## config.mk

```make
export PLATFORM = sky130hd
export DESIGN_NAME = sa_tile_feeder
export DESIGN_NICKNAME = d
export VERILOG_FILES = /design/src/rtl/sa_tile_feeder.sv
export SDC_FILE = /design/constraint.sdc
export NUM_CORES = 2
export LEC_CHECK = 0
export CAP_MARGIN = 20
export CORE_MARGIN = 2
export CORE_UTILIZATION = 50
export DETAILED_ROUTE_END_ITERATION = 10
export PLACE_DENSITY = 0.73
export SLEW_MARGIN = 20
export SYNTH_ARGS = -nofsm -noshare
export SYNTH_HDL_FRONTEND = slang
export SYNTH_SLANG_ARGS = --single-unit
```

## constraint.sdc

```tcl
create_clock -name clk -period 166.5 [get_ports clk]
set_input_delay 16.65 -clock clk [delete_from_list [all_inputs] [get_ports clk]]
set_output_delay 16.65 -clock clk [all_outputs]
set_load 0.02 [all_outputs]
```

## src/rtl/sa_tile_feeder.sv

```systemverilog
// Upstream sequencer for the NxN systolic MAC array: skews x/w vectors onto the
// array edges, injects the banking clear, then times the shift-out and result flags.
module sa_tile_feeder #(
    parameter int N  = 8,
    parameter int W  = 32,
    parameter int KW = 16
) (
    input  logic                clk,
    input  logic                reset,
    input  logic                start,
    input  logic [KW-1:0]       k_len,
    input  logic                in_valid,
    output logic                in_ready,
    input  logic [N-1:0][W-1:0] x_vec,
    input  logic [N-1:0][W-1:0] w_vec,
    output logic [N-1:0][W-1:0] arr_x,
    output logic [N-1:0][W-1:0] arr_w,
    output logic [N-1:0]        arr_clear,
    output logic [N-1:0]        arr_shift,
    output logic                arr_en,
    output logic [N-1:0]        row_valid,
    output logic                busy,
    output logic                done
);

    localparam int DRAIN_LAST = 3 * N;
    localparam int DW         = $clog2(DRAIN_LAST + 2);

    typedef enum logic [1:0] {
        IDLE   = 2'd0,
        STREAM = 2'd1,
        FLUSH  = 2'd2,
        DRAIN  = 2'd3
    } state_t;

    state_t              state_r;
    logic [KW-1:0]       k_len_r;
    logic [KW-1:0]       step_r;
    logic [DW-1:0]       drain_cnt_r;
    logic                in_ready_r;
    logic                busy_r;
    logic                done_r;
    logic [N-1:0]        arr_shift_r;
    logic [N-1:0]        row_valid_r;

    logic                accept_s;
    logic                arr_en_s;
    logic [DW-1:0]       drain_nxt_s;
    logic [N-1:0][W-1:0] x_src_s;
    logic [N-1:0][W-1:0] w_src_s;
    logic                clr_src_s;

    // Handshake and global array enable; the array only advances on real slots.
    always_comb begin
        accept_s    = 1'b0;
        arr_en_s    = 1'b0;
        drain_nxt_s = drain_cnt_r + {{(DW-1){1'b0}}, 1'b1};
        if (reset) begin
            accept_s = 1'b0;
            arr_en_s = 1'b0;
        end else begin
            accept_s = (state_r == STREAM) && in_valid && in_ready_r;
            arr_en_s = accept_s || (state_r == FLUSH) || (state_r == DRAIN);
        end
    end

    // Slot entering the skew pipeline: data while streaming, the banking clear in FLUSH, zeros otherwise.
    always_comb begin
        x_src_s   = '0;
        w_src_s   = '0;
        clr_src_s = 1'b0;
        case (state_r)
            STREAM: begin
                x_src_s   = x_vec;
                w_src_s   = w_vec;
                clr_src_s = (step_r == {KW{1'b0}});
            end
            FLUSH: begin
                clr_src_s = 1'b1;
            end
            default: begin
                clr_src_s = 1'b0;
            end
        endcase
    end

    // Tile sequencer with registered handshake, status and drain-timing outputs.
    always_ff @(posedge clk) begin
        if (reset) begin
            state_r     <= IDLE;
            k_len_r     <= {KW{1'b0}};
            step_r      <= {KW{1'b0}};
            drain_cnt_r <= {DW{1'b0}};
            in_ready_r  <= 1'b0;
            busy_r      <= 1'b0;
            done_r      <= 1'b0;
            arr_shift_r <= {N{1'b0}};
            row_valid_r <= {N{1'b0}};
        end else begin
            done_r      <= 1'b0;
            arr_shift_r <= {N{1'b0}};
            row_valid_r <= {N{1'b0}};
            case (state_r)
                IDLE: begin
                    if (start) begin
                        k_len_r <= k_len;
                        step_r  <= {KW{1'b0}};
                        busy_r  <= 1'b1;
                        if (k_len == {KW{1'b0}}) begin
                            state_r    <= FLUSH;
                            in_ready_r <= 1'b0;
                        end else begin
                            state_r    <= STREAM;
                            in_ready_r <= 1'b1;
                        end
                    end
                end
                STREAM: begin
                    if (accept_s) begin
                        step_r <= step_r + {{(KW-1){1'b0}}, 1'b1};
                        if ((step_r + {{(KW-1){1'b0}}, 1'b1}) == k_len_r) begin
                            state_r    <= FLUSH;
                            in_ready_r <= 1'b0;
                        end
                    end
                end
                FLUSH: begin
                    state_r     <= DRAIN;
                    drain_cnt_r <= {DW{1'b0}};
                end
                DRAIN: begin
                    // drain_cnt_r counts cycles since row 0 saw the banking clear.
                    drain_cnt_r <= drain_nxt_s;
                    for (int i = 0; i < N; i++) begin
                        arr_shift_r[i] <= (drain_nxt_s == DW'(N + i));
                        row_valid_r[i] <= (drain_nxt_s >= DW'(N + 1 + i)) &&
                                          (drain_nxt_s <= DW'(2 * N + i));
                    end
                    done_r <= (drain_nxt_s == DW'(DRAIN_LAST));
                    if (drain_cnt_r == DW'(DRAIN_LAST)) begin
                        state_r <= IDLE;
                        busy_r  <= 1'b0;
                    end
                end
                default: begin
                    state_r    <= IDLE;
                    in_ready_r <= 1'b0;
                    busy_r     <= 1'b0;
                end
            endcase
        end
    end

    // Lane i carries an (i+1)-deep delay line, advancing only on enabled cycles.
    for (genvar i = 0; i < N; i++) begin : g_lane
        logic [W-1:0] x_sr  [0:i];
        logic [W-1:0] w_sr  [0:i];
        logic         cl_sr [0:i];

        // Diagonal skew registers for row i of x/clear and column i of w.
        always_ff @(posedge clk) begin
            if (reset) begin
                for (int s = 0; s <= i; s++) begin
                    x_sr[s]  <= {W{1'b0}};
                    w_sr[s]  <= {W{1'b0}};
                    cl_sr[s] <= 1'b0;
                end
            end else if (arr_en_s) begin
                x_sr[0]  <= x_src_s[i];
                w_sr[0]  <= w_src_s[i];
                cl_sr[0] <= clr_src_s;
                for (int s = 1; s <= i; s++) begin
                    x_sr[s]  <= x_sr[s-1];
                    w_sr[s]  <= w_sr[s-1];
                    cl_sr[s] <= cl_sr[s-1];
                end
            end
        end

        assign arr_x[i]     = x_sr[i];
        assign arr_w[i]     = w_sr[i];
        assign arr_clear[i] = cl_sr[i];
    end

    assign in_ready  = in_ready_r;
    assign arr_en    = arr_en_s;
    assign arr_shift = arr_shift_r;
    assign row_valid = row_valid_r;
    assign busy      = busy_r;
    assign done      = done_r;

endmodule

```

==> results.txt <==
----------------------------------------------------
[STA]
  Least setup slack across all paths after layout ... 130.93 ns
  RSZ-0062 raised after global routing ... no
  Final sum of negative setup slack ... 0 ns
  Final number of max-transition violations ... 0
  Slew at the pin with the worst max-slew slack ... 1.07 ns
  Final Cycle Share ... 21.4%
  Clk_skew ... 0.0497 ns
  Max-Slew Margin vs Limit ... 28.7%
  FMAX ... 28.1 MHz
  Setup-violating endpoint count in the final report ... 0
  Hold WS ... 0.474 ns
  Final hold viol count ... 0
  Shortest clock period the worst path allows after layout ... 35.57 ns

[Hold path]
  Hold path startpoint ... k_len_r[14]$_SDFFE_PP0P_
  Class of the worst hold path ... flip-flop to flip-flop
  End point of the worst hold path ... k_len_r[14]$_SDFFE_PP0P_
  Cell depth of the worst min-delay path ... 2

[GRT]
  Maximum number of pins on one net before global-route repair ... 297
  Global-route wire length before repair ... 265000 um
  Antenna violations before repair ... 61
  Overall global routing resource usage ... 18.9%
  Total grt overflow ... 0
  Vias in the first global route ... 43104

[Cells and area]
  Finished Cell Area ... 109000 um^2
  Area Growth Syn to Fin ... 20.2%
  Fraction of layout instances using a drive strength above 1 ... 6.19%
  Count of filler cells inserted in the layout ... 13194
  Count of nets after finishing ... 6917

[Placed design]
  DP Wirelength ... 113000 um
  Setup Slack @ Placement ... 130.95 ns
  Port-buffer cells ... 1071
  Global placer's final weighted congestion ... 0.882
  Post-detailed-placement cell area ... 101000 um^2

[Yosys]
  Dominant cell by count in the synthesized netlist ... edfxtp_1
  Synth Area in Adders ... 0.165%
  Yosys top cell area share ... 76.7%
  Mux cell area share after synthesis ... 0.0703%
  Xor and xnor area share after synthesis ... 0.299%
  Share of flip-flops with an asynchronous set or reset ... 0%
  Post-synth EDFFs ... 2319
  Simple logic cell fraction of the synthesized area ... 17.0%
  Synth cell count leaders ... edfxtp_1 (2319), and2_1 (1616), and3_1 (517)
  Top FF cell, synth ... edfxtp_1
  Dominant combinational cell family by area after synthesis ... simple AND/OR/NAND/NOR gates
  Mean Syn Cell Area ... 16.1 um^2
  #FFs+latches synth ... 2377
  Synthesis warning total ... 0
  Distinct cell type count of the synthesized netlist ... 52
  Post-synthesis cell type with the largest combined area ... edfxtp_1
  Cell count after synthesis ... 5650
  Sequential element share of the synthesized area ... 78.0%
  Compound-cell area share of the yosys netlist ... 0.547%
  Synthesized cell area ... 90800 um^2
  Top cells by area in the synthesized netlist ... edfxtp_1 (77%), and2_1 (11%), and3_1 (3.6%)
  Post-Synthesis Net Count ... 6194

[Clock tree]
  Count of hold-fix buffers inserted at cts ... 0
  Deepest level of the CTS H-tree ... 4
  Clock latency at the later pin of the worst-skew pair ... 0.89 ns
  TritonCTS clock tree ... yes
  Number of buffers inserted by post-CTS setup repair ... 0
  Number of buffers added by the clock tree synthesis step ... 232
  Maximum buffer depth of the clock tree ... 3
  Clock slew seen by the registers of the worst setup and hold paths ... 0.06 ns
  Sink Count ... 2377
  CTS Root Buffer Type ... clkbuf_16
  Number of instances resized during post-cts repair ... 0

[Run status]
  Run status ... completed

[Power]
  Share of total power in sequential cells ... 52.9%
  Pwr Density ... 13.6 nW/um^2
  Worst ir drop on vdd ... 0.00000934 V
  Share of total power in combinational logic ... 12.1%
  Internal cell power ... 1.12 mW
  Net switching power ... 0.364 mW
  Clock network power share ... 35.0%
  Leakage power of the design ... 41.6 nW
  Switching power share of the total ... 24.5%

[Detailed routing]
  Routed vias ... 44594
  Number of routed nets with antenna violations ... 0
  Metal2 WL ... 89800 um
  Uppermost metal layer occupied by signal nets ... met5
  Number of violations reported at the end of detailed-routing iteration 0 ... 3478
  Wirelength, routed ... 178000 um
  Detailed-routing iteration count for the pre-antenna-repair pass ... 5
  Vias/cell ... 4.98
  Met3 layer wire length in the routed design ... 11400 um
  Detailed-route wire length on metal 1 ... 70400 um
  Mean routed wirelength per cell ... 19.8 um
  Residual DRC count ... 0

[Critical path]
  Start of the worst register-to-register path ... state_r[1]$_SDFFE_PP0P_
  Cell chain of the critical path ... clkdlybuf4s50_1 -> nand3_1 -> and2_1 -> nor2_4 -> clkdlybuf4s50_1
  Arrival time worst endpoint ... 18.92 ns
  Capture instance of the worst register-to-register path ... g_lane[5].x_sr[1][18]$_SDFFCE_PN0P_
  Worst R2R Setup Slack ... 158.61 ns
  CP Launch Type ... primary input
  Highest fanout seen on the critical path ... 25
  Path depth of the worst reg2reg path ... 11
  Critical path type ... primary input to primary output
  Kind of end point of the critical path ... primary output
  Worst Path Required ... 149.85 ns
  Cell repeated most along the worst path ... clkdlybuf4s50_1
  Max stage delay on crit path ... 0.78 ns
  Crit. Startpoint ... in_valid
  Worst-path cell with the longest stage delay ... clkdlybuf4s50_1
  Buffering stage count on the worst path with inverters included ... 2
  Top Family by Delay on Critical Path ... buffers and inverters

[Floorplanning]
  Overall die area ... 185000 um^2
  # rows ... 156
  DIE WIDTH ... 430 um
  Die Height ... 430 um
  Starting density of the core ... 50.3%
  Top Ports ... 1072
  Core area ... 181000 um^2

[Flow run]
  Max-cap violations ... 0

----------------------------------------------------
-- logic make-up after synthesis --
kind of cell,after synthesis
buffers and inverters,645
AND/OR/NAND/NOR,2490
AO/OA/AOI/OAI,89
flip-flops,2377
adder cells (fa/ha/maj),12
XOR/XNOR,31
multiplexers,6
-- power groups by stage --
stage / clock network [mW] / logic [mW] / registers, mW
finish: 0.520 / 0.180 / 0.786
global route: 0.554 / 0.193 / 0.795
CTS: 0.532 / 0.183 / 0.787
detailed placement: 0 / 0.183 / 0.799
global placement: 0 / 0.180 / 0.796
floorplan: 0 / 0.101 / 1.04
-- metal layers --
layer | GRT usage (%) | up-vias
met1 | 23.8 | 21830
met3 | 4.74 | 361
li1 | - | 21130
met5 | 0 | -
met2 | 31.4 | 1223
met4 | 7.27 | 50
-- layout by cell type (no fill, tap or decap), types with 4 or more instances in the layout --
cell,n
edfxtp_1,2319
a21oi_1,51
and4_1,5
buf_6,7
clkinv_16,9
nor3_1,8
clkinv_2,48
clkdlybuf4s50_1,1070
buf_12,4
nor2_1,42
dfxtp_1,58
clkbuf_1,53
clkinv_8,4
or3_1,4
nand3b_1,5
clkinv_1,40
nand4_1,7
and2_1,1616
and3_1,517
nand2_1,46
xnor2_1,18
nor2b_1,197
xor2_1,13
clkbuf_16,232
inv_6,4
diode_2,14
ha_1,11
clkinv_4,5
nand4b_1,4
bufinv_16,24
buf_4,40
nand3_1,14
nor4_1,7
clkinvlp_4,8
inv_1,11
o21ai_0,20
-- how the worst max path moves through the flow --
stage / cells after the start / endpoint
after floorplan: 3 / g_lane[0].cl_sr[0]$_DFFE_PP_
after global placement: 5 / arr_en
after detailed placement: 5 / arr_en
after CTS: 5 / arr_en
after global routing: 5 / arr_en
final: 5 / arr_en
-- area by class of cell --
class	instances	area (um^2)	share of cell area [%]
sequential	2377	70800	64.9
multi-input combinational	2628	16400	15.0
timing repair buffer	1123	11200	10.3
clock buffer	288	6050	5.54
tap	2370	2970	2.72
clock inverter	143	1610	1.47
inverter	11	41.3	0.0378
antenna	14	35.0	0.0321
-- metrics by stage --
step                total power [mW]  utilization [%]  instances
floorplan                       1.14                -       5650
global placement               0.976             56.1       8508
detailed placement             0.982             56.2       8508
CTS                             1.50             60.4       8939
global route                    1.54             60.4       8952
finish                          1.49             60.4       8954
-- tightest hold or removal path, stage by stage (launching register included) --
cell and delay (ns):
dfxtp_1 0.32, nand2_1 0.06, a21oi_1 0.05
-- state kept, by name, summed over array words and instances, names as in the netlist, 2 cells and up --
name / flops
drain_cnt_r: 5
step_r: 16
g_lane.x_sr: 1152
g_lane.cl_sr: 15
state_r: 2
arr_shift: 8
k_len_r: 16
g_lane.w_sr: 1152
row_valid: 8
Note: power is estimated with default switching activity, not from simulation.
